**src/rtl/data_mem_adapter.sv**
```systemverilog
// data_mem_adapter: byte/half/word load-store adapter in front of a word-wide
// single-port memory, with alignment checking and read-modify-write sub-word stores.
`default_nettype none

module data_mem_adapter #(
  parameter int ADDR_WIDTH = 12
) (
  input  logic                  i_Clock,
  input  logic                  i_Reset,
  input  logic                  i_ReqValid,
  output logic                  o_ReqReady,
  input  logic                  i_ReqWrite,
  input  logic [ADDR_WIDTH+1:0] i_ReqAddr,
  input  logic [1:0]            i_ReqSize,
  input  logic                  i_ReqUnsigned,
  input  logic [31:0]           i_ReqWrData,
  output logic                  o_RspValid,
  input  logic                  i_RspReady,
  output logic [31:0]           o_RspRdData,
  output logic                  o_RspError,
  output logic [ADDR_WIDTH-1:0] o_MemAddr,
  output logic                  o_MemWrEnable,
  output logic [31:0]           o_MemWrData,
  input  logic [31:0]           i_MemRdData
);

  localparam logic [2:0] S_IDLE  = 3'd0;
  localparam logic [2:0] S_READ  = 3'd1;
  localparam logic [2:0] S_MERGE = 3'd2;
  localparam logic [2:0] S_WRITE = 3'd3;
  localparam logic [2:0] S_RESP  = 3'd4;

  localparam logic [1:0] SZ_BYTE = 2'b00;
  localparam logic [1:0] SZ_HALF = 2'b01;
  localparam logic [1:0] SZ_WORD = 2'b10;

  logic [2:0]            state;
  logic [2:0]            next_state;
  logic [ADDR_WIDTH+1:0] lat_addr;
  logic [1:0]            lat_size;
  logic                  lat_unsigned;
  logic [31:0]           lat_wdata;
  logic [31:0]           rsp_rd_data;
  logic                  rsp_error;
  logic [31:0]           mem_wr_data;

  logic                  accept;
  logic                  req_error;
  logic [4:0]            lane_shift;
  logic [31:0]           lane_data;
  logic [31:0]           load_ext;
  logic [31:0]           merge_mask;
  logic [31:0]           merge_data;
  logic [31:0]           merged_word;

  assign accept = i_ReqValid && o_ReqReady;

  // Misalignment and the reserved size are detected before anything is latched.
  assign req_error = (i_ReqSize == 2'b11) ||
                     ((i_ReqSize == SZ_HALF) && i_ReqAddr[0]) ||
                     ((i_ReqSize == SZ_WORD) && (i_ReqAddr[1:0] != 2'b00));

  // Byte lanes shift by 8*addr[1:0]; halfwords use addr[0]==0 so the same shift works.
  assign lane_shift = {lat_addr[1:0], 3'b000};
  assign lane_data  = i_MemRdData >> lane_shift;

  always_comb begin
    load_ext   = i_MemRdData;
    merge_mask = 32'hFFFF_FFFF;
    merge_data = lat_wdata;
    case (lat_size)
      SZ_BYTE: begin
        load_ext   = lat_unsigned ? {24'd0, lane_data[7:0]}
                                  : {{24{lane_data[7]}}, lane_data[7:0]};
        merge_mask = 32'h0000_00FF << lane_shift;
        merge_data = {24'd0, lat_wdata[7:0]} << lane_shift;
      end
      SZ_HALF: begin
        load_ext   = lat_unsigned ? {16'd0, lane_data[15:0]}
                                  : {{16{lane_data[15]}}, lane_data[15:0]};
        merge_mask = 32'h0000_FFFF << lane_shift;
        merge_data = {16'd0, lat_wdata[15:0]} << lane_shift;
      end
      default: begin
        load_ext   = i_MemRdData;
        merge_mask = 32'hFFFF_FFFF;
        merge_data = lat_wdata;
      end
    endcase
  end

  assign merged_word = (i_MemRdData & ~merge_mask) | (merge_data & merge_mask);

  always_ff @(posedge i_Clock) begin
    if (i_Reset) begin
      state <= S_IDLE;
    end else begin
      state <= next_state;
    end
  end

  always_comb begin
    next_state = state;
    case (state)
      S_IDLE: begin
        if (accept) begin
          if (req_error) begin
            next_state = S_RESP;
          end else if (!i_ReqWrite) begin
            next_state = S_READ;
          end else if (i_ReqSize == SZ_WORD) begin
            next_state = S_WRITE;
          end else begin
            next_state = S_MERGE;
          end
        end
      end
      S_READ:  next_state = S_RESP;
      S_MERGE: next_state = S_WRITE;
      S_WRITE: next_state = S_RESP;
      S_RESP:  if (i_RspReady) next_state = S_IDLE;
      default: next_state = S_IDLE;
    endcase
  end

  always_comb begin
    o_ReqReady    = (state == S_IDLE) && !i_Reset;
    o_RspValid    = (state == S_RESP);
    o_MemWrEnable = (state == S_WRITE) && !i_Reset;
  end

  always_ff @(posedge i_Clock) begin
    if (i_Reset) begin
      lat_addr     <= '0;
      lat_size     <= 2'b00;
      lat_unsigned <= 1'b0;
      lat_wdata    <= 32'd0;
      rsp_rd_data  <= 32'd0;
      rsp_error    <= 1'b0;
      mem_wr_data  <= 32'd0;
    end else begin
      if (accept) begin
        lat_addr     <= i_ReqAddr;
        lat_size     <= i_ReqSize;
        lat_unsigned <= i_ReqUnsigned;
        lat_wdata    <= i_ReqWrData;
        rsp_rd_data  <= 32'd0;
        rsp_error    <= req_error;
        if (i_ReqWrite && (i_ReqSize == SZ_WORD)) begin
          mem_wr_data <= i_ReqWrData;
        end
      end
      if (state == S_READ) begin
        rsp_rd_data <= load_ext;
      end
      if (state == S_MERGE) begin
        mem_wr_data <= merged_word;
      end
    end
  end

  assign o_MemAddr   = lat_addr[ADDR_WIDTH+1:2];
  assign o_MemWrData = mem_wr_data;
  assign o_RspRdData = rsp_rd_data;
  assign o_RspError  = rsp_error;

endmodule

`default_nettype wire

```
**config.mk**
```make
export PLATFORM = sky130hd
export DESIGN_NAME = data_mem_adapter
export DESIGN_NICKNAME = d
export VERILOG_FILES = /design/src/rtl/data_mem_adapter.sv
export SDC_FILE = /design/constraint.sdc
export NUM_CORES = 1
export LEC_CHECK = 0
export ABC_AREA = 1
export CAP_MARGIN = 40
export CORE_ASPECT_RATIO = 1.2
export CORE_MARGIN = 4
export CORE_UTILIZATION = 45
export DETAILED_ROUTE_END_ITERATION = 12
export PLACE_DENSITY = 0.75
export SYNTH_ARGS = -nofsm -noshare
export SYNTH_HDL_FRONTEND = slang
export SYNTH_SLANG_ARGS = --single-unit
```
**constraint.sdc**
```tcl
create_clock -name i_Clock -period 2.4 [get_ports i_Clock]
set_clock_uncertainty 0.2 [all_clocks]
set_input_delay 0.36 -clock i_Clock [delete_from_list [all_inputs] [get_ports i_Clock]]
set_output_delay 0.36 -clock i_Clock [all_outputs]
set_load 0.1 [all_outputs]
```
### Yosys cells after proc, flatten, opt, wreduce, memory -nomap -nowiden

Cells that the tools add are included.

* bits in registers: 117
* input bits: 86
* logic and storage cells: 61
* output and inout bits: 80

* equal/unequal tests: 10
* bitwise logic cells: 4
* reductions and logical operators: 18
* shifts and indexed selects: 5
* multiplexer cells: 16

Operators by type and width (number)
* 32-bit 2-to-1 mux: 7
* 32-bit one-hot mux with 2 select lines: 3
* 32-bit bitwise AND: 2
* 32-bit NOT: 1
* 32-bit OR: 1
* 16-bit by 5-bit << shifter with 32-bit output: 1
* 16-bit by 5-bit << shifter with 32-bit output, first input constant: 1
* 8-bit by 5-bit << shifter with 32-bit output: 1
* 8-bit by 5-bit << shifter with 32-bit output, first input constant: 1
* 32-bit by 5-bit >> shifter with 16-bit output: 1
* 3-bit one-hot mux with 4 select lines: 1
* 3-bit 2-to-1 mux: 3
* 2-bit nonzero test: 4
* 3-bit by 2-bit equality test with 1-bit output, second input constant: 2
* 1-bit logical AND: 6
* 2-bit by 1-bit equality test with 1-bit output, second input constant: 2
* 2-bit equality test, second input constant: 2
* 2-bit AND reduction: 2
* 3-bit by 1-bit equality test with 1-bit output, second input constant: 1
* 3-bit equality test, second input constant: 1
* 3-bit logical NOT: 1
* 2-bit logical NOT: 1
* 1-bit logical OR: 2
* 2-bit 2-to-1 mux: 1
* other kinds (5): 5

### Logic depth before layout (Yosys ltp)

* depth after elaboration: 7
* mapped depth: 11
* depth with buffers taken out: 10

### Least setup slack after synthesis

OpenSTA, ideal clock, no wires.

* path kind: flip-flop to flip-flop
* start: reg state[2]
* end: reg state[0]
* clock period less this slack: 3230 ps
* arrival time: 2907 ps
* stages on the path, launching flop included: 6
* path slack: -830 ps
* required time: 2077 ps
* library setup time: 123 ps
* cells stage by stage: dfxtp_1 -> inv_2 -> nor3_1 -> nand2_1 -> o21ai_0 -> nor3_1

* elaborated cells between the ends (all ways): 12
* those cells by class: 6 x eq/ne; 1 x mux; 5 x reduce/logical

RTL lines
* start: declaration: RTL line 37 `logic [2:0] state;`
* start signal: assignment: RTL line 98 `state <= next_state;`
* 3-bit equality test (*)
* net o_RspValid: RTL line 17 `output logic o_RspValid,`
* 2-bit by 1-bit inequality test with 1-bit output (no line)
* 2-bit AND reduction (no line)

Mark *: on every way through the listed nets, which the timed path passes. The rest lies on a longest branch.
A chain may end at the register's enable or synchronous reset.

### Final worst setup path

* start: in i_Reset
* end: out o_MemWrEnable

* longest elaborated chain between the ends: 2

RTL lines
* start: declaration: RTL line 9 `input logic i_Reset,`
* 1-bit logical NOT: RTL line 129 `o_MemWrEnable = (state == S_WRITE) && !i_Reset;`
* 1-bit logical AND: RTL line 129
* end: declaration: RTL line 22 `output logic o_MemWrEnable,`

Every way passes these cells.

==> results.yml <==
status:
  status: "finished, final reports clean"
timing:
  post-route-min-period_ns: 2.10
  setup_viol: 0
  fin_setup_tns_ns: 0
  period_share_pct: 87.4
  rsz0062_at_grt: "false"
  worst_pin_slew_ns: 0.544
  hold_viol: 0
  fmax_ghz: 0.477
  slew_headroom_pct: 63.6
  slew_viol_final: 0
  hold_slack_ns: 0.261
cts:
  insertion_delay_ns: 0.42
  path_clk_slew_ns: 0.05
  htree_levels: 4
  cts_tree: "yes"
  cts-resized-gates: 0
  cts_made_buffers: 17
  cts.hold.buffers_added: 0
  cts-root-buf: "clkbuf_16"
  clk_path_buf_depth: 2
  cts_sinks: 117
  post-cts-setup-buffers: 0
logic_synthesis:
  ys.warnings.count: 0
  syn_area_per_cell_um2: 6.49
  ys_async_sr_fraction_pct: 0
  yosys.area_share.simple_pct: 33.3
  ys_ff_latch: 117
  yosys-top-cells-area: "dfxtp_1 37%, nand2_1 18%, a21oi_1 8.6%"
  synth_cells: 986
  ys_seq_area_share_pct: 36.6
  synthAdderAreaFrac_pct: 0
  synth_common_cells: "310 x nand2_1, 117 x dfxtp_1, 110 x a21oi_1"
  synth_top_family_by_area: "simple AND/OR/NAND/NOR gates"
  synth.mux.area_fraction_pct: 0
  syn-num-nets: 1072
  ys.flop_type: "dfxtp_1"
  yosysTopAreaCellShare_pct: 36.6
  netlist_area_um2: 6400
  yosysMostFrequentCell: "nand2_1"
  synth.distinct_cells: 32
  synth-xor-area-share_pct: 0
  synth_compound_area_share_pct: 18.1
  synth.largest_area_cell: "dfxtp_1"
  synth_edf_count: 0
setup_path:
  crit_type: "in2out"
  cp_slowest_cell: "clkdlybuf4s50_1"
  cp-end-kind: "primary output"
  cp-start-kind: "input port"
  crit_chain: "clkdlybuf4s50_1 > buf_4 > nor3_2 > buf_12"
  cp_slowest_stage_delay_ns: 0.50
  required_ns: 1.84
  crit_arrival_ns: 1.54
  crit_fanout: 11
power_and_ir_drop:
  power_frac_seq_pct: 34.1
  clock_power_share_pct: 42.3
  ir_worst_vdd_v: 0.000490
  p_leak_uw: 0.00396
  powerDensity_nw_per_um2: 739
  swShare_pct: 32.0
  power.internal_uw: 4260
  p_comb_share_pct: 23.7
  power_switching_uw: 2010
grt:
  grt_pass1_wl_mm: 32.5
  antenna_found_initial: 0
  gr-total-overflow: 0
  grt_max_degree: 51
  groute.usage.overall_pct: 25.1
  grt_pass1_vias: 6446
final_layout:
  drive_gt1_share_pct: 14.7
  final_nets: 1206
  n_antenna_cell: 0
  area_growth_pct: 32.7
run:
  cap_violations: 0
floorplanning:
  fp-row-count: 47
  start_util_pct: 46.1
  io-pin-count: 166
  die_h_um: 139
  die_x_um: 117
  die_area_um2: 16200
  coreArea_um2: 13900
hold_path:
  hp-class: "reg2reg"
place:
  detailed_place_hpwl_mm: 15.2
  port_buffers: 165
  gp_congestion: 0.896
route:
  via_count: 6787
  avgRoutedWirePerCell_um: 15.7
  drt_iter0_drc: 505
  dr.pass1.iters: 5
  wl_mm: 20.4
  vias_per_cell: 5.20
  ant_nets: 0
  drcViolationCount: 0
-- power groups by stage --
| stage | combinational [µW] | clock, µW | sequential, µW |
|---|---|---|---|
| 2_1_floorplan | 869 | 0 | 2380 |
| 3_3_place_gp | 1470 | 0 | 2170 |
| 3_5_place_dp | 1470 | 0 | 2170 |
| 4_1_cts | 1480 | 2680 | 2130 |
| 5_1_grt | 1610 | 2770 | 2150 |
| 6_report | 1490 | 2650 | 2130 |
-- through the flow --
stage          std cells  instance area, µm²  setup slack, ns  total power (µW)  utilization [%]
3_5_place_dp        1272                7870            0.189              3650             56.7
3_3_place_gp        1272                7870            0.219              3640             56.7
2_1_floorplan        986                6410           0.0572              3240                -
5_1_grt             1304                8490            0.258              6520             61.1
4_1_cts             1304                8490            0.286              6290             61.1
6_report            1304                8490            0.303              6270             61.1
-- path summary, 6_finish.rpt --
| check | cells after the start | start | slack, ns | endpoint |
|---|---|---|---|---|
| min | 2 | lat_addr[13]$_SDFFE_PP0P_ | 0.26 | lat_addr[13]$_SDFFE_PP0P_ |
| min reg2reg | 2 | lat_addr[13]$_SDFFE_PP0P_ | 0.26 | lat_addr[13]$_SDFFE_PP0P_ |
| max | 4 | i_Reset | 0.30 | o_MemWrEnable |
| max reg2reg | 6 | lat_addr[1]$_SDFFE_PP0P_ | 0.46 | o_RspRdData[2]$_SDFFE_PP0P_ |
-- layer usage --
layer / routed length (µm) / GRT usage, %
met1: 8820 / 32.4
met2: 9420 / 39.1
met3: 1460 / 6.81
met4: 720 / 10.7
met5: 0 / 0
-- worst max-delay path: cells and delay by family --
kind | cells | cell delay (ns)
buffers and inverters | 3 | 0.94
and+or+nand+nor | 1 | 0.23
-- flip-flops by register name, indices dropped and copies added, names as in the netlist --
| register | flops |
|---|---|
| lat_wdata | 32 |
| o_MemWrData | 32 |
| o_RspRdData | 32 |
| lat_addr | 14 |
| state | 3 |
| lat_size | 2 |
| lat_unsigned | 1 |
| o_RspError | 1 |
-- layout by cell type, fill, tap and decap left out, types with 8 or more instances in the layout --
master,count
nand2_1,310
dfxtp_1,117
a21oi_1,110
buf_4,93
nor2_1,92
clkdlybuf4s50_1,85
inv_1,79
nand3_1,68
o21ai_0,65
o21ai_1,18
clkbuf_16,17
o22ai_1,8
-- layout make-up --
class                   count  area, µm²
inverters                  89        342
flip-flops and latches    117       2340
clock buffers              23        498
repair buffers            184       1670
fillers                  1318       5390
well taps                 171        214
clock inverters             9        123
multi-input cells         711       3300
-- cell families after synthesis --
kind of cell	Yosys count
flops	117
compound gates	216
simple gates	495
buf+inv	158
Power figures use the tool's default switching activity.
